### config.mk
export PLATFORM = sky130hd
export DESIGN_NAME = frame_shift_reg
export DESIGN_NICKNAME = d
export VERILOG_FILES = /design/src/rtl/lib_pkg.sv /design/src/rtl/bidir_shift_reg.sv /design/src/rtl/frame_shift_reg.sv
export SDC_FILE = /design/constraint.sdc
export NUM_CORES = 1
export LEC_CHECK = 0
export BUFFER_PORTS_ARGS = -buffer_cell sky130_fd_sc_hd__buf_2
export CAP_MARGIN = 20
export CORE_UTILIZATION = 30
export CTS_CLUSTER_SIZE = 10
export DETAILED_ROUTE_END_ITERATION = 8
export PLACE_DENSITY = 0.53
export SKIP_LAST_GASP = 1
export SLEW_MARGIN = 0
export SYNTH_ARGS = -nofsm -noshare
export SYNTH_HDL_FRONTEND = slang
export SYNTH_HIERARCHICAL = 1
export SYNTH_SLANG_ARGS = --single-unit
### constraint.sdc
create_clock -name clk -period 1.5 [get_ports clk]
set_clock_uncertainty 0.05 [all_clocks]
set_input_delay 0.075 -clock clk [delete_from_list [all_inputs] [get_ports clk]]
set_output_delay 0.075 -clock clk [all_outputs]
set_load 0.02 [all_outputs]
### src/rtl/lib_pkg.sv
// lib_pkg: shared state type and shift-direction constants for the frame serialiser
package lib_pkg;
  typedef enum logic {IDLE, SHIFT} fsr_state_t;
  localparam bit MSB_FIRST_C = 1'b1;
  localparam bit LSB_FIRST_C = 1'b0;
endpackage

### src/rtl/bidir_shift_reg.sv
// bidir_shift_reg: loadable shift register filling from the end opposite the serial output
module bidir_shift_reg
  import lib_pkg::*;
#(
  parameter int WIDTH     = 8,
  parameter bit MSB_FIRST = MSB_FIRST_C
) (
  input  logic             clk,
  input  logic             rst_n,
  input  logic             clr,
  input  logic             load,
  input  logic             shift,
  input  logic [WIDTH-1:0] d,
  input  logic             si,
  output logic [WIDTH-1:0] q,
  output logic             so
);
  logic [WIDTH-1:0] shreg_q, shreg_d;
  always_comb begin
    shreg_d = clr ? '0 :
              load ? d :
              !shift ? shreg_q :
              (MSB_FIRST == LSB_FIRST_C) ? {si, shreg_q[WIDTH-1:1]} : {shreg_q[WIDTH-2:0], si};
  end
  always_ff @(posedge clk or negedge rst_n) begin
    if (!rst_n) shreg_q <= '0;
    else shreg_q <= shreg_d;
  end
  assign q  = shreg_q;
  assign so = (MSB_FIRST == LSB_FIRST_C) ? shreg_q[0] : shreg_q[WIDTH-1];
endmodule

### src/rtl/frame_shift_reg.sv
// frame_shift_reg: full-duplex serialiser/deserialiser clocked by a bit strobe
module frame_shift_reg
  import lib_pkg::*;
#(
  parameter int   WIDTH      = 8,
  parameter bit   MSB_FIRST  = MSB_FIRST_C,
  parameter logic IDLE_LEVEL = 1'b1
) (
  input  logic             clk,
  input  logic             rst_n,
  input  logic             clr,
  input  logic [WIDTH-1:0] tx_data,
  input  logic             tx_valid,
  output logic             tx_ready,
  input  logic             bit_en,
  output logic             sdo,
  input  logic             sdi,
  output logic [WIDTH-1:0] rx_data,
  output logic             rx_valid,
  output logic             busy
);
  localparam int CNT_W = $clog2(WIDTH + 1);
  fsr_state_t       state_q, state_d;
  logic [CNT_W-1:0] bit_cnt_q, bit_cnt_d;
  logic [WIDTH-1:0] rx_data_q, rx_data_d, q, rx_word;
  logic             rx_valid_q, rx_valid_d, load, shift, last, so;
  bidir_shift_reg #(.WIDTH(WIDTH), .MSB_FIRST(MSB_FIRST)) u_sr (
    .clk(clk), .rst_n(rst_n), .clr(clr), .load(load), .shift(shift),
    .d(tx_data), .si(sdi), .q(q), .so(so)
  );
  // rx_word mirrors the shift register's post-strobe contents so the completed word is captured on the final strobe edge
  always_comb begin
    load       = (state_q == IDLE) && tx_valid;
    shift      = (state_q == SHIFT) && bit_en;
    last       = shift && (bit_cnt_q == CNT_W'(WIDTH - 1));
    rx_word    = (MSB_FIRST == LSB_FIRST_C) ? {sdi, q[WIDTH-1:1]} : {q[WIDTH-2:0], sdi};
    state_d    = clr ? IDLE : load ? SHIFT : last ? IDLE : state_q;
    bit_cnt_d  = (clr || load || last) ? '0 : shift ? bit_cnt_q + CNT_W'(1) : bit_cnt_q;
    rx_data_d  = clr ? '0 : last ? rx_word : rx_data_q;
    rx_valid_d = !clr && last;
  end
  always_ff @(posedge clk or negedge rst_n) begin
    if (!rst_n) begin
      state_q    <= IDLE;
      bit_cnt_q  <= '0;
      rx_data_q  <= '0;
      rx_valid_q <= 1'b0;
    end else begin
      state_q    <= state_d;
      bit_cnt_q  <= bit_cnt_d;
      rx_data_q  <= rx_data_d;
      rx_valid_q <= rx_valid_d;
    end
  end
  assign tx_ready = (state_q == IDLE);
  assign busy     = (state_q == SHIFT);
  assign sdo      = busy ? so : IDLE_LEVEL;
  assign rx_data  = rx_data_q;
  assign rx_valid = rx_valid_q;
endmodule

# --- After elaboration in Yosys (flattened, before gate mapping) ---
# Cells that the tools add are included.
# Widths: inputs -> output; s select.
classes:
  addsub: 1
  eq_ne: 1
  mux: 11
  bitwise: 1
  n_reduce_logical: 11
op_table:
  columns: ["cell", "n"]
  rows:
  - ["$mux 8", 5]
  - ["$mux 4", 2]
  - ["$reduce_bool 3->1", 2]
  - ["$add 4x1->4 const B", 1]
  - ["$eq 4x3->1 const B", 1]
  - ["$logic_and 1x1->1", 4]
  - ["$mux 1", 4]
  - ["$reduce_bool 2->1", 2]
  - ["$logic_or 1x1->1", 2]
  - ["$logic_not 1->1", 1]
  - ["$not 1->1", 1]
totals:
  reg_bits: 22
  input_bits: 14
  output_inout_bits: 12
  wordCells: 30

# --- Logic depth before layout (Yosys ltp) ---
# Gate-level depths: netlist of run 1.
depth:
  depth_word: 5
  depth_mapped: 5
  mapped_depth_nobuf: 4

# --- By module ---
# The synthesis of run 1 kept the hierarchy.
modules_own_cells:
  columns: ["mod", "n_inst", "cells_per_inst", "area_each_um2", "seq_area_each_um2"]
  rows:
  - ["frame_shift_reg", 1, 66, 718.2, 350.3]
  - ["bidir_shift_reg", 1, 36, 416.6, 200.2]

# --- Least setup slack after synthesis of run 1 ---
# Ideal clock, no wire load.
synth_path:
  path_kind: "reg2reg"
  startpoint: "reg state_q (netlist: busy)"
  endpoint: "reg bit_cnt_q[0]"
  setup_time_ns: 0.082
  t_arrival_ns: 1.326
  t_required_ns: 1.368
  path_slack_ns: 0.041
  stages_incl_launch_ff: 4
  n_path_buf: 0
  synth_period_minus_slack_ns: 1.459
  cell_sequence: "dfrtp_1 > inv_1 > or4b_1 > o22ai_1"
synth_via:
  elab_chain_len: 5
  word_cells_on_any_way: 8
  classes_between: "mux: 1; bitwise: 1; reduce/logical: 6"
synth_lines:
  columns: ["item", "line", "rtl"]
  rows:
  - ["start, declared", "frame_shift_reg.sv:23", "fsr_state_t state_q, state_d;"]
  - ["start signal, assigned", "frame_shift_reg.sv:49", "state_q <= state_d;"]
  - ["$not 1->1 *", null, null]
  - ["named net tx_ready", "frame_shift_reg.sv:14", "output logic tx_ready,"]
  - ["$logic_and 1x1->1 *", "frame_shift_reg.sv:33", "load = (state_q == IDLE) && tx_valid;"]
  - ["$logic_or 1x1->1 * (2 in a row)", "frame_shift_reg.sv:38", "bit_cnt_d = (clr || load || last) ? '0 : shift ? bit_cnt_q + CNT_W'(1) : bit_cnt_q;"]
  - ["$mux 4 / $reduce_bool 2->1 (equally long branches)", null, null]
  - ["end signal, assigned", "frame_shift_reg.sv:50", "bit_cnt_q <= bit_cnt_d;"]
  - ["end, declared", "frame_shift_reg.sv:24", "logic [CNT_W-1:0] bit_cnt_q, bit_cnt_d;"]
# Mark *: on every way through the listed nets, which the timed path passes. The rest lies on a longest branch.
# A chain may end at the register's enable or synchronous reset.

# --- Final worst setup path of run 1 ---
layout_path:
  startpoint: "reg bit_cnt_q[0]"
  endpoint: "reg bit_cnt_q[3]"
layout_via:
  elab_chain_len: 4
  word_cells_on_any_way: 7
  classes_between: "add/sub: 1; eq/ne: 1; mux: 2; reduce/logical: 3"
layout_lines:
  columns: ["item"]
  rows:
  - ["branches (longest 4 deep; another with $add 4x1->4)"]
# Several ways; the timed one is not identified. The select of a mux whose other input is x is not followed.

==> flow_summary.rst, run 1 <==
.. list-table::
   :header-rows: 1

   * - Metric
     - Value
   * - Synth Net Count
     - 116
   * - Post-route DRC
     - 0
   * - Antenna fix cells
     - 0
   * - Final routed wirelength across all metal layers
     - 2.298 mm
   * - Setup Crit Path Kind
     - reg -> reg
   * - First-pass GRT wire length
     - 3.829 mm
   * - Kind of start point of the critical path
     - flop
   * - Final Max Tran Viols
     - 0
   * - Average wire per cell in the routed design
     - roughly 13 microns
   * - Lkg Pwr
     - 0.6185 nW
   * - Final core utilization
     - 39.07%
   * - Commonest cells after routing, fill and taps aside
     - 25 x sky130_fd_sc_hd__buf_2, 21 x sky130_fd_sc_hd__dfrtp_1, 17 x sky130_fd_sc_hd__nand2b_1, 17 x sky130_fd_sc_hd__mux2i_1, 9 x sky130_fd_sc_hd__nor2b_1
   * - Category of the worst setup path capture point
     - flop
   * - Met3 Routed Length
     - 115 microns
   * - Aggregate global routing overflow
     - 0
   * - Synth-to-layout area growth
     - 20.20%
   * - Hold violation total from the final report
     - 0
   * - Number of placed I/O pins
     - 26
   * - Launch point of the worst reg-to-reg path
     - bit_cnt_q[0]
   * - Via count normalized by instance count
     - 4.713
   * - Total negative slack
     - 0 ns
   * - Area of the mapped netlist
     - 1127 sq um
   * - Crit share post-route
     - 92.65%
   * - Final HPWL from detailed placement
     - 1.559 mm
   * - End of the worst register-to-register path
     - bit_cnt_q[3]
   * - # setup viols final
     - 0
   * - Maximum vdd ir drop
     - 0.0004951 V
   * - Area taken by flip-flops and latches
     - ~550 sq um
   * - Die Width
     - 63.30 microns
   * - Clk sink count
     - 22
   * - Critical Path Fanout Max
     - 4
   * - Maximum count of clock buffers along a single path
     - 2
   * - Power density over the cells
     - 840.9 nW/um^2
   * - Total number of nets in the final design
     - roughly 150
   * - Worst max-slew margin expressed relative to the limit
     - between 60% and 70%
   * - Leading cell type in the layout, fill and taps excluded
     - sky130_fd_sc_hd__buf_2
   * - Floorplan die area
     - 4007 sq um
   * - Worst hold path depth
     - 3
   * - Met2 Wirelength
     - ~1 mm
   * - Initial antenna violation count
     - 0
   * - Data arrival time of the critical path
     - approximately 1.5 ns
   * - Max Clk Rate
     - approximately 0.72 GHz
   * - Starting density of the core
     - 32.50%
   * - Mapped Avg Cell Area
     - 11.16 sq um
   * - Number of setup buffers added after CTS
     - 0
   * - Global placement routability congestion
     - 0.7713
   * - Area of the core
     - roughly 3500 sq um
   * - Port-buffer cells
     - 25
   * - Reg2Reg Setup Slack
     - roughly 0.11 ns
   * - Terminating pin of the worst hold path
     - rx_data[0]
   * - Floorplan die height
     - around 63 microns
   * - Fill cells
     - 368
   * - Start point of the worst hold path
     - sdi
   * - Highest metal layer used by the detailed router
     - met4
   * - Footprint of the multi-input gates
     - 539.3 sq um
   * - Largest net degree at the start of global routing
     - 23
   * - Unrepaired setup endpoints after global routing
     - no
   * - Via count of the first global-routing pass
     - 830
   * - Worst-Skew Late Latency
     - around 0.26 ns
   * - Crit path time final
     - 1.390 ns
   * - TritonCTS clock tree
     - yes
   * - Worst Tran Pin Value
     - 0.5068 ns
   * - Final Total Pwr
     - 0.001139 W
   * - GRT Resource Usage Total
     - about an eighth
   * - Vias
     - 820
   * - Inserted Clock Buffers
     - 3
   * - Ys Warns
     - 6
   * - TritonRoute pass-1 iters
     - 2
   * - Clk root buf
     - sky130_fd_sc_hd__clkbuf_8
   * - Worst endpoint required time
     - around 1.6 ns
   * - Hold crit path type
     - in -> reg
   * - Std-Cell Rows
     - 21
   * - Max-capacitance violation count
     - 0
   * - Clock edge transition at the registers on the reported setup and hold paths
     - about 0.08 ns
   * - DRC violation total after the first TritonRoute iteration
     - 53
   * - Max H-tree Level
     - 1
   * - Worst Reg-to-Reg Cells
     - 3
   * - Routed length on met1
     - 1.132 mm
   * - Post-route antenna net violation count
     - 0
   * - Share of layout cells above drive strength 1
     - 28.13%
   * - Number of cells produced by synthesis
     - 101
   * - Result of the run
     - completed
-- critical path, cell delays in order (launching register included) --
cell and delay (ns):
sky130_fd_sc_hd__dfrtp_1 0.42, sky130_fd_sc_hd__ha_1 0.25, sky130_fd_sc_hd__or4b_1 0.46, sky130_fd_sc_hd__mux2i_1 0.13
-- worst max path at each step --
stage	slack, ns	from	endpoint	cells past startpoint
2_1_floorplan	0.04	busy	bit_cnt_q[0]	3
3_3_place_gp	0.1	busy	u_sr/q[4]	4
3_5_place_dp	0.02	busy	u_sr/q[1]	4
4_1_cts	0.03	busy	u_sr/q[6]	4
5_1_grt	0.02	bit_cnt_q[0]	bit_cnt_q[3]	3
6_report	0.11	bit_cnt_q[0]	bit_cnt_q[3]	3
-- where the power goes --
part	internal [W]	switching [W]	total, W
Combinational	0.0000651	0.0000764	0.000142
Clock	0.000179	0.000184	0.000364
Sequential	0.000614	0.0000201	0.000634
Total	0.000858	0.000281	0.00114
-- what timing repair did --
item,4_1_cts,5_1_grt
setup endpoints to repair,0,15
resized for setup,0,2
hold buffers,1,0
endpoints found under the hold margin,22,0
-- flip-flops by register name, summed over array words and instances (netlist names) --
signal,flops
u_sr/q,8
rx_data,8
busy,1
rx_valid,1
bit_cnt_q,4
-- layout make-up --
cell class | count | area share (%)
Inverter | 4 | 1.108
Tap cell | 46 | 4.247
Multi-Input combinational cell | 71 | 39.80
Timing Repair Buffer | 28 | 11.08
Clock buffer | 3 | 3.047
Sequential cell | 22 | 40.72
-- through the flow --
step | area, sq um | setup WS [ns] | hold WS, ns | std cells
4_1_cts | 1343 | 0.03178 | 0.02827 | 173
5_1_grt | 1355 | 0.02413 | 0.04321 | 174
3_3_place_gp | 1291 | 0.09721 | 0.02772 | 169
2_1_floorplan | 1127 | 0.04135 | -0.2706 | 101
3_5_place_dp | 1291 | 0.02283 | 0.02483 | 169
6_report | 1355 | 0.1102 | 0.03423 | 174
-- per-layer routing --
| layer | GRT usage (%) | vias to the layer above |
|---|---|---|
| met2 | 18.28 | 20 |
| met3 | 3.623 | 4 |
| li1 | - | 406 |
| met5 | 0 | - |
| met4 | 5.114 | 0 |
| met1 | 16.78 | 390 |
(Power assumes the default switching activity.)
==> run 2, diff against run 1 <==
==> constraint.sdc (replaced) <==
create_clock -name clk -period 1.5 [get_ports clk]
set_clock_uncertainty 0.05 [all_clocks]
set_input_delay 0.375 -clock clk [delete_from_list [all_inputs] [get_ports clk]]
set_output_delay 0.375 -clock clk [all_outputs]
set_load 0.02 [all_outputs]
==> flow_summary.rst, run 2 (synthesis gave the netlist of run 1 again) <==
.. list-table::
   :header-rows: 1

   * - Metric
     - Value
   * - Result of the run
     - finished with violations
   * - Violations in the final reports
     - setup timing
   * - Share of layout cells above drive strength 1
     - 34.35% (+6.2 points)
   * - Number of placed I/O pins
     - 26 (unchanged)
   * - Setup Crit Path Kind
     - reg -> out
   * - Final Max Tran Viols
     - 0 (unchanged)
   * - Clk root buf
     - sky130_fd_sc_hd__clkbuf_8
   * - Unrepaired setup endpoints after global routing
     - yes
   * - Smallest setup slack after layout
     - -0.05074 ns (-0.1610 ns)
   * - Crit path time final
     - 1.551 ns (+0.1610 ns)
   * - Via count of the first global-routing pass
     - 856 (+3.1%)
   * - Worst Tran Pin Value
     - 0.5098 ns (+0.002988 ns)
   * - Number of hold buffers added after CTS
     - 0 (-1)
   * - Largest net degree at the start of global routing
     - 30 (+30%)
   * - Worst max-slew margin expressed relative to the limit
     - 66.01% (-0.20 points)
   * - Post-route antenna net violation count
     - 0 (unchanged)
   * - Buffers and inverters on the worst path
     - 2 (+2)
   * - Final HPWL from detailed placement
     - 1.592 mm (+2.1%)
   * - Max H-tree Level
     - 1 (unchanged)
   * - Clock edge transition at the registers on the reported setup and hold paths
     - 0.08 ns (about the same)
   * - Data arrival time of the critical path
     - 1.13 ns (-0.40 ns)
   * - Final cell count without fillers
     - 177 (+1.7%)
   * - Floorplan die area
     - 4007 sq um (unchanged)
   * - Total number of nets in the final design
     - 147 (+1.4%)
   * - Max Clk Rate
     - 0.6449 GHz (-10%)
   * - First-pass GRT wire length
     - 3.995 mm (+4.3%)
   * - Maximum vdd ir drop
     - 0.0002480 V (-50%)
   * - Via count normalized by instance count
     - 4.791 (+1.7%)
   * - Total instance count after detailed placement
     - 170 (+0.59%)
   * - Worst-Skew Late Latency
     - 0.26 ns (about the same)
   * - GRT Resource Usage Total
     - 12.93% (+0.56 points)
   * - Initial antenna violation count
     - 0 (unchanged)
   * - Aggregate global routing overflow
     - 0 (unchanged)
   * - Kind of start point of the critical path
     - flop
   * - Starting density of the core
     - 32.50% (unchanged)
   * - Area taken by flip-flops and latches
     - 550.5 sq um (-0.23%)
   * - Hold violation total from the final report
     - 0 (unchanged)
   * - Highest cell delay on the worst timing path
     - 0.39 ns (-0.07 ns)
   * - Global placement routability congestion
     - 0.7972 (+3.4%)
   * - Die Width
     - 63.30 microns (unchanged)
   * - Worst endpoint required time
     - 1.07 ns (-0.57 ns)
   * - Port-buffer cells
     - 25 (unchanged)
   * - Critical Path Fanout Max
     - 3 (-1)
   * - Cells along the critical path
     - buf_6, or2b_1, buf_6
   * - Final core utilization
     - 41.27% (+2.2 points)
   * - Commonest cells after routing, fill and taps aside
     - 23 x sky130_fd_sc_hd__buf_2, 22 x sky130_fd_sc_hd__dfrtp_1, 17 x sky130_fd_sc_hd__nand2b_1, 17 x sky130_fd_sc_hd__mux2i_1, 9 x sky130_fd_sc_hd__nor2b_1
   * - Floorplan die height
     - 63.30 microns (unchanged)
   * - Cell family with the largest share of critical-path delay
     - flip-flops
   * - Leading cell type in the layout, fill and taps excluded
     - sky130_fd_sc_hd__buf_2
   * - Crit share post-route
     - 103.4% (+11 points)
   * - Power density over the cells
     - 861.1 nW/um^2 (+2.4%)
   * - Std-Cell Rows
     - 21 (unchanged)
   * - Cell with the largest stage delay on the worst path
     - sky130_fd_sc_hd__dfrtp_1
   * - Inserted Clock Buffers
     - 3 (unchanged)
   * - Maximum count of clock buffers along a single path
     - 2 (unchanged)
   * - Synth-to-layout area growth
     - 26.97%
   * - Total negative slack
     - -0.05074 ns (-0.05074 ns)
   * - TritonCTS clock tree
     - yes
   * - TritonRoute pass-1 iters
     - 4 (+2)
   * - Clk sink count
     - 22 (unchanged)
   * - Lkg Pwr
     - 0.6509 nW (+5.2%)
   * - Antenna fix cells
     - 0 (unchanged)
   * - DRC violation total after the first TritonRoute iteration
     - 22 (-58%)
   * - Max-capacitance violation count
     - 0 (unchanged)
   * - # setup viols final
     - 1 (+1)
   * - Average wire per cell in the routed design
     - 13.20 microns (about the same)
   * - Final Total Pwr
     - 0.001233 W (+8.2%)
   * - Final routed wirelength across all metal layers
     - 2.337 mm (+1.7%)
   * - Library cell appearing most often on the critical path
     - sky130_fd_sc_hd__buf_6
   * - Vias
     - 848 (+3.4%)
   * - Category of the worst setup path capture point
     - output port
   * - Post-route DRC
     - 0 (unchanged)
   * - Area of the core
     - 3468 sq um (unchanged)
   * - Hold crit path type
     - in -> async
   * - Fill cells
     - 366 (-0.54%)
   * - Footprint of the multi-input gates
     - 569.3 sq um (+5.6%)
## run 2: cell types whose count changed in the layout (fill, tap and decap cells not counted), sizes merged
cell / delta
buf: +3
clkbuf: +1
dlygate4sd3: -1
## run 2: layout make-up
cell class                 count  share of cell area, %
sequential                    22                  38.46
timing repair buffer          30                  12.50
multi-input combinational     71                  39.77
tap                           46                  4.021
clock buffer                   4                  3.846
inverter                       4                  1.399
## run 2: metrics by stage
step | worst slack (ns) | hold WS, ns | instance area (sq um)
after floorplan | 0.04135 | 0.02941 | 1127
after global placement | 0.06439 | 0.3254 | 1299
after detailed placement | -0.04020 | 0.3359 | 1299
after CTS | -0.1003 | 0.04141 | 1371
after global routing | -0.09116 | 0.06484 | 1431
final | -0.05074 | 0.02197 | 1431
## run 2: power by group
group          internal, W  total [W]  switching [W]
logic            0.0000818   0.000172      0.0000906
clock network     0.000234   0.000429       0.000195
registers         0.000614   0.000631      0.0000178
## run 2: worst register-to-register path, cell delays in order (launching register included)
cell,delay [ns]
sky130_fd_sc_hd__dfrtp_1,0.41
sky130_fd_sc_hd__buf_4,0.15
sky130_fd_sc_hd__or2b_2,0.33
sky130_fd_sc_hd__inv_4,0.12
sky130_fd_sc_hd__nor2b_1,0.20
sky130_fd_sc_hd__a211oi_2,0.07
## run 2: worst paths after layout
check                                 from         end  slack, ns  depth (start not counted)
max in group asynchronous            rst_n  rx_data[7]       1.04                          1
worst min register to register  rx_data[6]  rx_data[6]       0.49                          2
worst max-delay path                  busy         sdo      -0.05                          3
min in group clk                       sdi  rx_data[0]       0.34                          3
worst max register to register        busy   u_sr/q[1]       0.05                          5
worst min-delay path                 rst_n        busy       0.02                          1
## run 2: timing repair
item	4_1_cts	5_1_grt
resized for setup	4	10
cloned	0	1
buffers inserted	1	1
pin swaps	0	0
setup endpoints to repair	3	17
## run 2: metal layers
layer / vias up / part of all wire (%) / wire length [microns] / track usage, %
li1: 413 / - / - / -
met1: 409 / 48 / 1111 / 16.82
met2: 22 / 46 / 1081 / 20.03
met3: 4 / 4.9 / 115 / 3.261
met4: 0 / 1.2 / 28 / 5.966
met5: - / 0 / 0 / 0
==> run 3, diff against run 2 <==
--- a/config.mk
+++ b/config.mk
@@ -7,10 +7,12 @@
 export LEC_CHECK = 0
 export BUFFER_PORTS_ARGS = -buffer_cell sky130_fd_sc_hd__buf_2
 export CAP_MARGIN = 20
+export CELL_PAD_IN_SITES_DETAIL_PLACEMENT = 1
+export CELL_PAD_IN_SITES_GLOBAL_PLACEMENT = 1
 export CORE_UTILIZATION = 30
 export CTS_CLUSTER_SIZE = 10
 export DETAILED_ROUTE_END_ITERATION = 8
-export PLACE_DENSITY = 0.53
+export PLACE_DENSITY = 0.64
 export SKIP_LAST_GASP = 1
 export SLEW_MARGIN = 0
 export SYNTH_ARGS = -nofsm -noshare
==> flow_summary.rst, run 3 (synthesis gave the netlist of run 1 again) <==
.. list-table::
   :header-rows: 1

   * - Metric
     - Value
   * - Data arrival time of the critical path
     - 1.14 ns (about the same)
   * - Post-route antenna net violation count
     - 0 (unchanged)
   * - Clock edge transition at the registers on the reported setup and hold paths
     - 0.08 ns (about the same)
   * - Category of the worst setup path capture point
     - output port
   * - Synth-to-layout area growth
     - 29.08%
   * - Number of hold buffers added after CTS
     - 0 (unchanged)
   * - Maximum vdd ir drop
     - 0.0003461 V (+40%)
   * - Smallest setup slack after layout
     - -0.06863 ns (-0.01789 ns)
   * - Final routed wirelength across all metal layers
     - 2.588 mm (+11%)
   * - Total negative slack
     - -0.06863 ns (-0.01789 ns)
   * - Leading cell type in the layout, fill and taps excluded
     - sky130_fd_sc_hd__buf_2
   * - Antenna fix cells
     - 0 (unchanged)
   * - Worst endpoint required time
     - 1.07 ns (about the same)
   * - Crit share post-route
     - 104.6% (+1.2 points)
   * - Via count of the first global-routing pass
     - 913 (+6.7%)
   * - Critical Path Fanout Max
     - 3 (unchanged)
   * - Hold violation total from the final report
     - 0 (unchanged)
   * - Worst-Skew Late Latency
     - 0.27 ns (about the same)
   * - Final Max Tran Viols
     - 0 (unchanged)
   * - Final hold slack
     - 0.01278 ns (-0.009187 ns)
   * - Share of layout cells above drive strength 1
     - 36.36% (+2.0 points)
   * - Starting density of the core
     - 32.50% (unchanged)
   * - Placed instance area
     - 1299 sq um (unchanged)
   * - # setup viols final
     - 1 (unchanged)
   * - Max H-tree Level
     - 1 (unchanged)
   * - Maximum count of clock buffers along a single path
     - 2 (unchanged)
   * - Violations in the final reports
     - setup timing
   * - First-pass GRT wire length
     - 4.278 mm (+7.1%)
   * - Floorplan die area
     - 4007 sq um (unchanged)
   * - Hold crit path type
     - in -> async
   * - Commonest cells after routing, fill and taps aside
     - 23 x sky130_fd_sc_hd__buf_2, 22 x sky130_fd_sc_hd__dfrtp_1, 17 x sky130_fd_sc_hd__nand2b_1, 16 x sky130_fd_sc_hd__mux2i_1, 9 x sky130_fd_sc_hd__nor2b_1
   * - Clk root buf
     - sky130_fd_sc_hd__clkbuf_8
   * - Reg2Reg Setup Slack
     - 0.05 ns (about the same)
   * - Area of the core
     - 3468 sq um (unchanged)
   * - Via count normalized by instance count
     - 4.809 (+0.38%)
   * - Max-capacitance violation count
     - 0 (unchanged)
   * - Aggregate global routing overflow
     - 0 (unchanged)
   * - Number of placed I/O pins
     - 26 (unchanged)
   * - Post-route DRC
     - 0 (unchanged)
   * - Crit path time final
     - 1.569 ns (+0.01789 ns)
   * - Global placement routability congestion
     - 0.8036 (+0.80%)
   * - Setup Crit Path Kind
     - reg -> out
   * - Inserted Clock Buffers
     - 3 (unchanged)
   * - TritonRoute pass-1 iters
     - 3 (-1)
   * - Final HPWL from detailed placement
     - 1.747 mm (+9.8%)
   * - Vias
     - 856 (+0.94%)
   * - GRT Resource Usage Total
     - 13.95% (+1.0 points)
   * - Worst max-slew margin expressed relative to the limit
     - 67.41% (+1.4 points)
   * - Worst Tran Pin Value
     - 0.4889 ns (-0.02088 ns)
   * - Average wire per cell in the routed design
     - 14.54 microns (+10%)
   * - Clk sink count
     - 22 (unchanged)
   * - Lkg Pwr
     - 0.6556 nW (+0.72%)
   * - Kind of start point of the critical path
     - flop
   * - Floorplan die height
     - 63.30 microns (unchanged)
   * - Total number of nets in the final design
     - 148 (+0.68%)
   * - Initial antenna violation count
     - 0 (unchanged)
   * - Port-buffer cells
     - 25 (unchanged)
   * - Layout Cell Area excl Fill
     - 1455 sq um (+1.7%)
   * - TritonCTS clock tree
     - yes
   * - Max Clk Rate
     - 0.6375 GHz (-1.1%)
   * - DRC violation total after the first TritonRoute iteration
     - 10 (-55%)
   * - Die Width
     - 63.30 microns (unchanged)
   * - Power density over the cells
     - 938.6 nW/um^2 (+9.0%)
   * - Std-Cell Rows
     - 21 (unchanged)
   * - Result of the run
     - finished with violations
   * - Unrepaired setup endpoints after global routing
     - yes
   * - Largest net degree at the start of global routing
     - 30 (unchanged)
-- run 3: final cells by class --
cell class | count | area [sq um]
repair inverters | 1 | 7.507
inverters | 4 | 17.52
clock inverters | 1 | 30.03
well taps | 46 | 57.56
repair buffers | 30 | 182.7
clock buffers | 3 | 41.29
flip-flops and latches | 22 | 550.5
multi-input cells | 71 | 568.0
fillers | 407 | 2013
-- run 3: per-stage QoR --
| step | util, % | instances | worst slack (ns) | power, W |
|---|---|---|---|---|
| CTS | 39.94 | 176 | -0.07154 | 0.001358 |
| detailed placement | 37.45 | 170 | -0.02192 | 0.0007923 |
| finish | 41.96 | 178 | -0.06863 | 0.001366 |
| floorplan | - | 101 | 0.04135 | 0.0007286 |
| global placement | 37.45 | 170 | 0.05475 | 0.0007878 |
| global route | 41.96 | 178 | -0.1201 | 0.001429 |
-- run 3: critical path, cell delays in order (launching register included) --
cell	delay (ns)
sky130_fd_sc_hd__dfrtp_1	0.40
sky130_fd_sc_hd__buf_6	0.12
sky130_fd_sc_hd__or2b_1	0.23
sky130_fd_sc_hd__buf_6	0.13
-- run 3: where the power goes --
part / total [W] / switching [W] / internal, W
Combinational: 0.000177 / 0.0000929 / 0.0000844
Sequential: 0.000634 / 0.0000199 / 0.000614
Clock: 0.000555 / 0.000198 / 0.000357
-- run 3: timing repair --
item	in CTS	in global routing
resized for setup	1	16
setup buffers	2	0
setup endpoints to repair	2	19
pin swaps	0	2
gates cloned	0	2
-- run 3: metal layers --
metal	vias up	global-route usage [%]	share of wire, %
met5	-	0	0
met4	0	7.955	2.8
met3	7	2.899	3.3
met2	22	21.91	46
met1	412	17.67	48
li1	415	-	-
-- run 3: path summary, 6_finish.rpt --
kind / end / startpoint / depth (start not counted)
worst min register to register: rx_data[5] / rx_data[5] / 2
worst max register to register: bit_cnt_q[3] / bit_cnt_q[0] / 3
worst min-delay path: u_sr/q[1] / rst_n / 1
worst max-delay path: sdo / busy / 3
min in group clk: busy / tx_valid / 3
max in group asynchronous: u_sr/q[0] / rst_n / 1
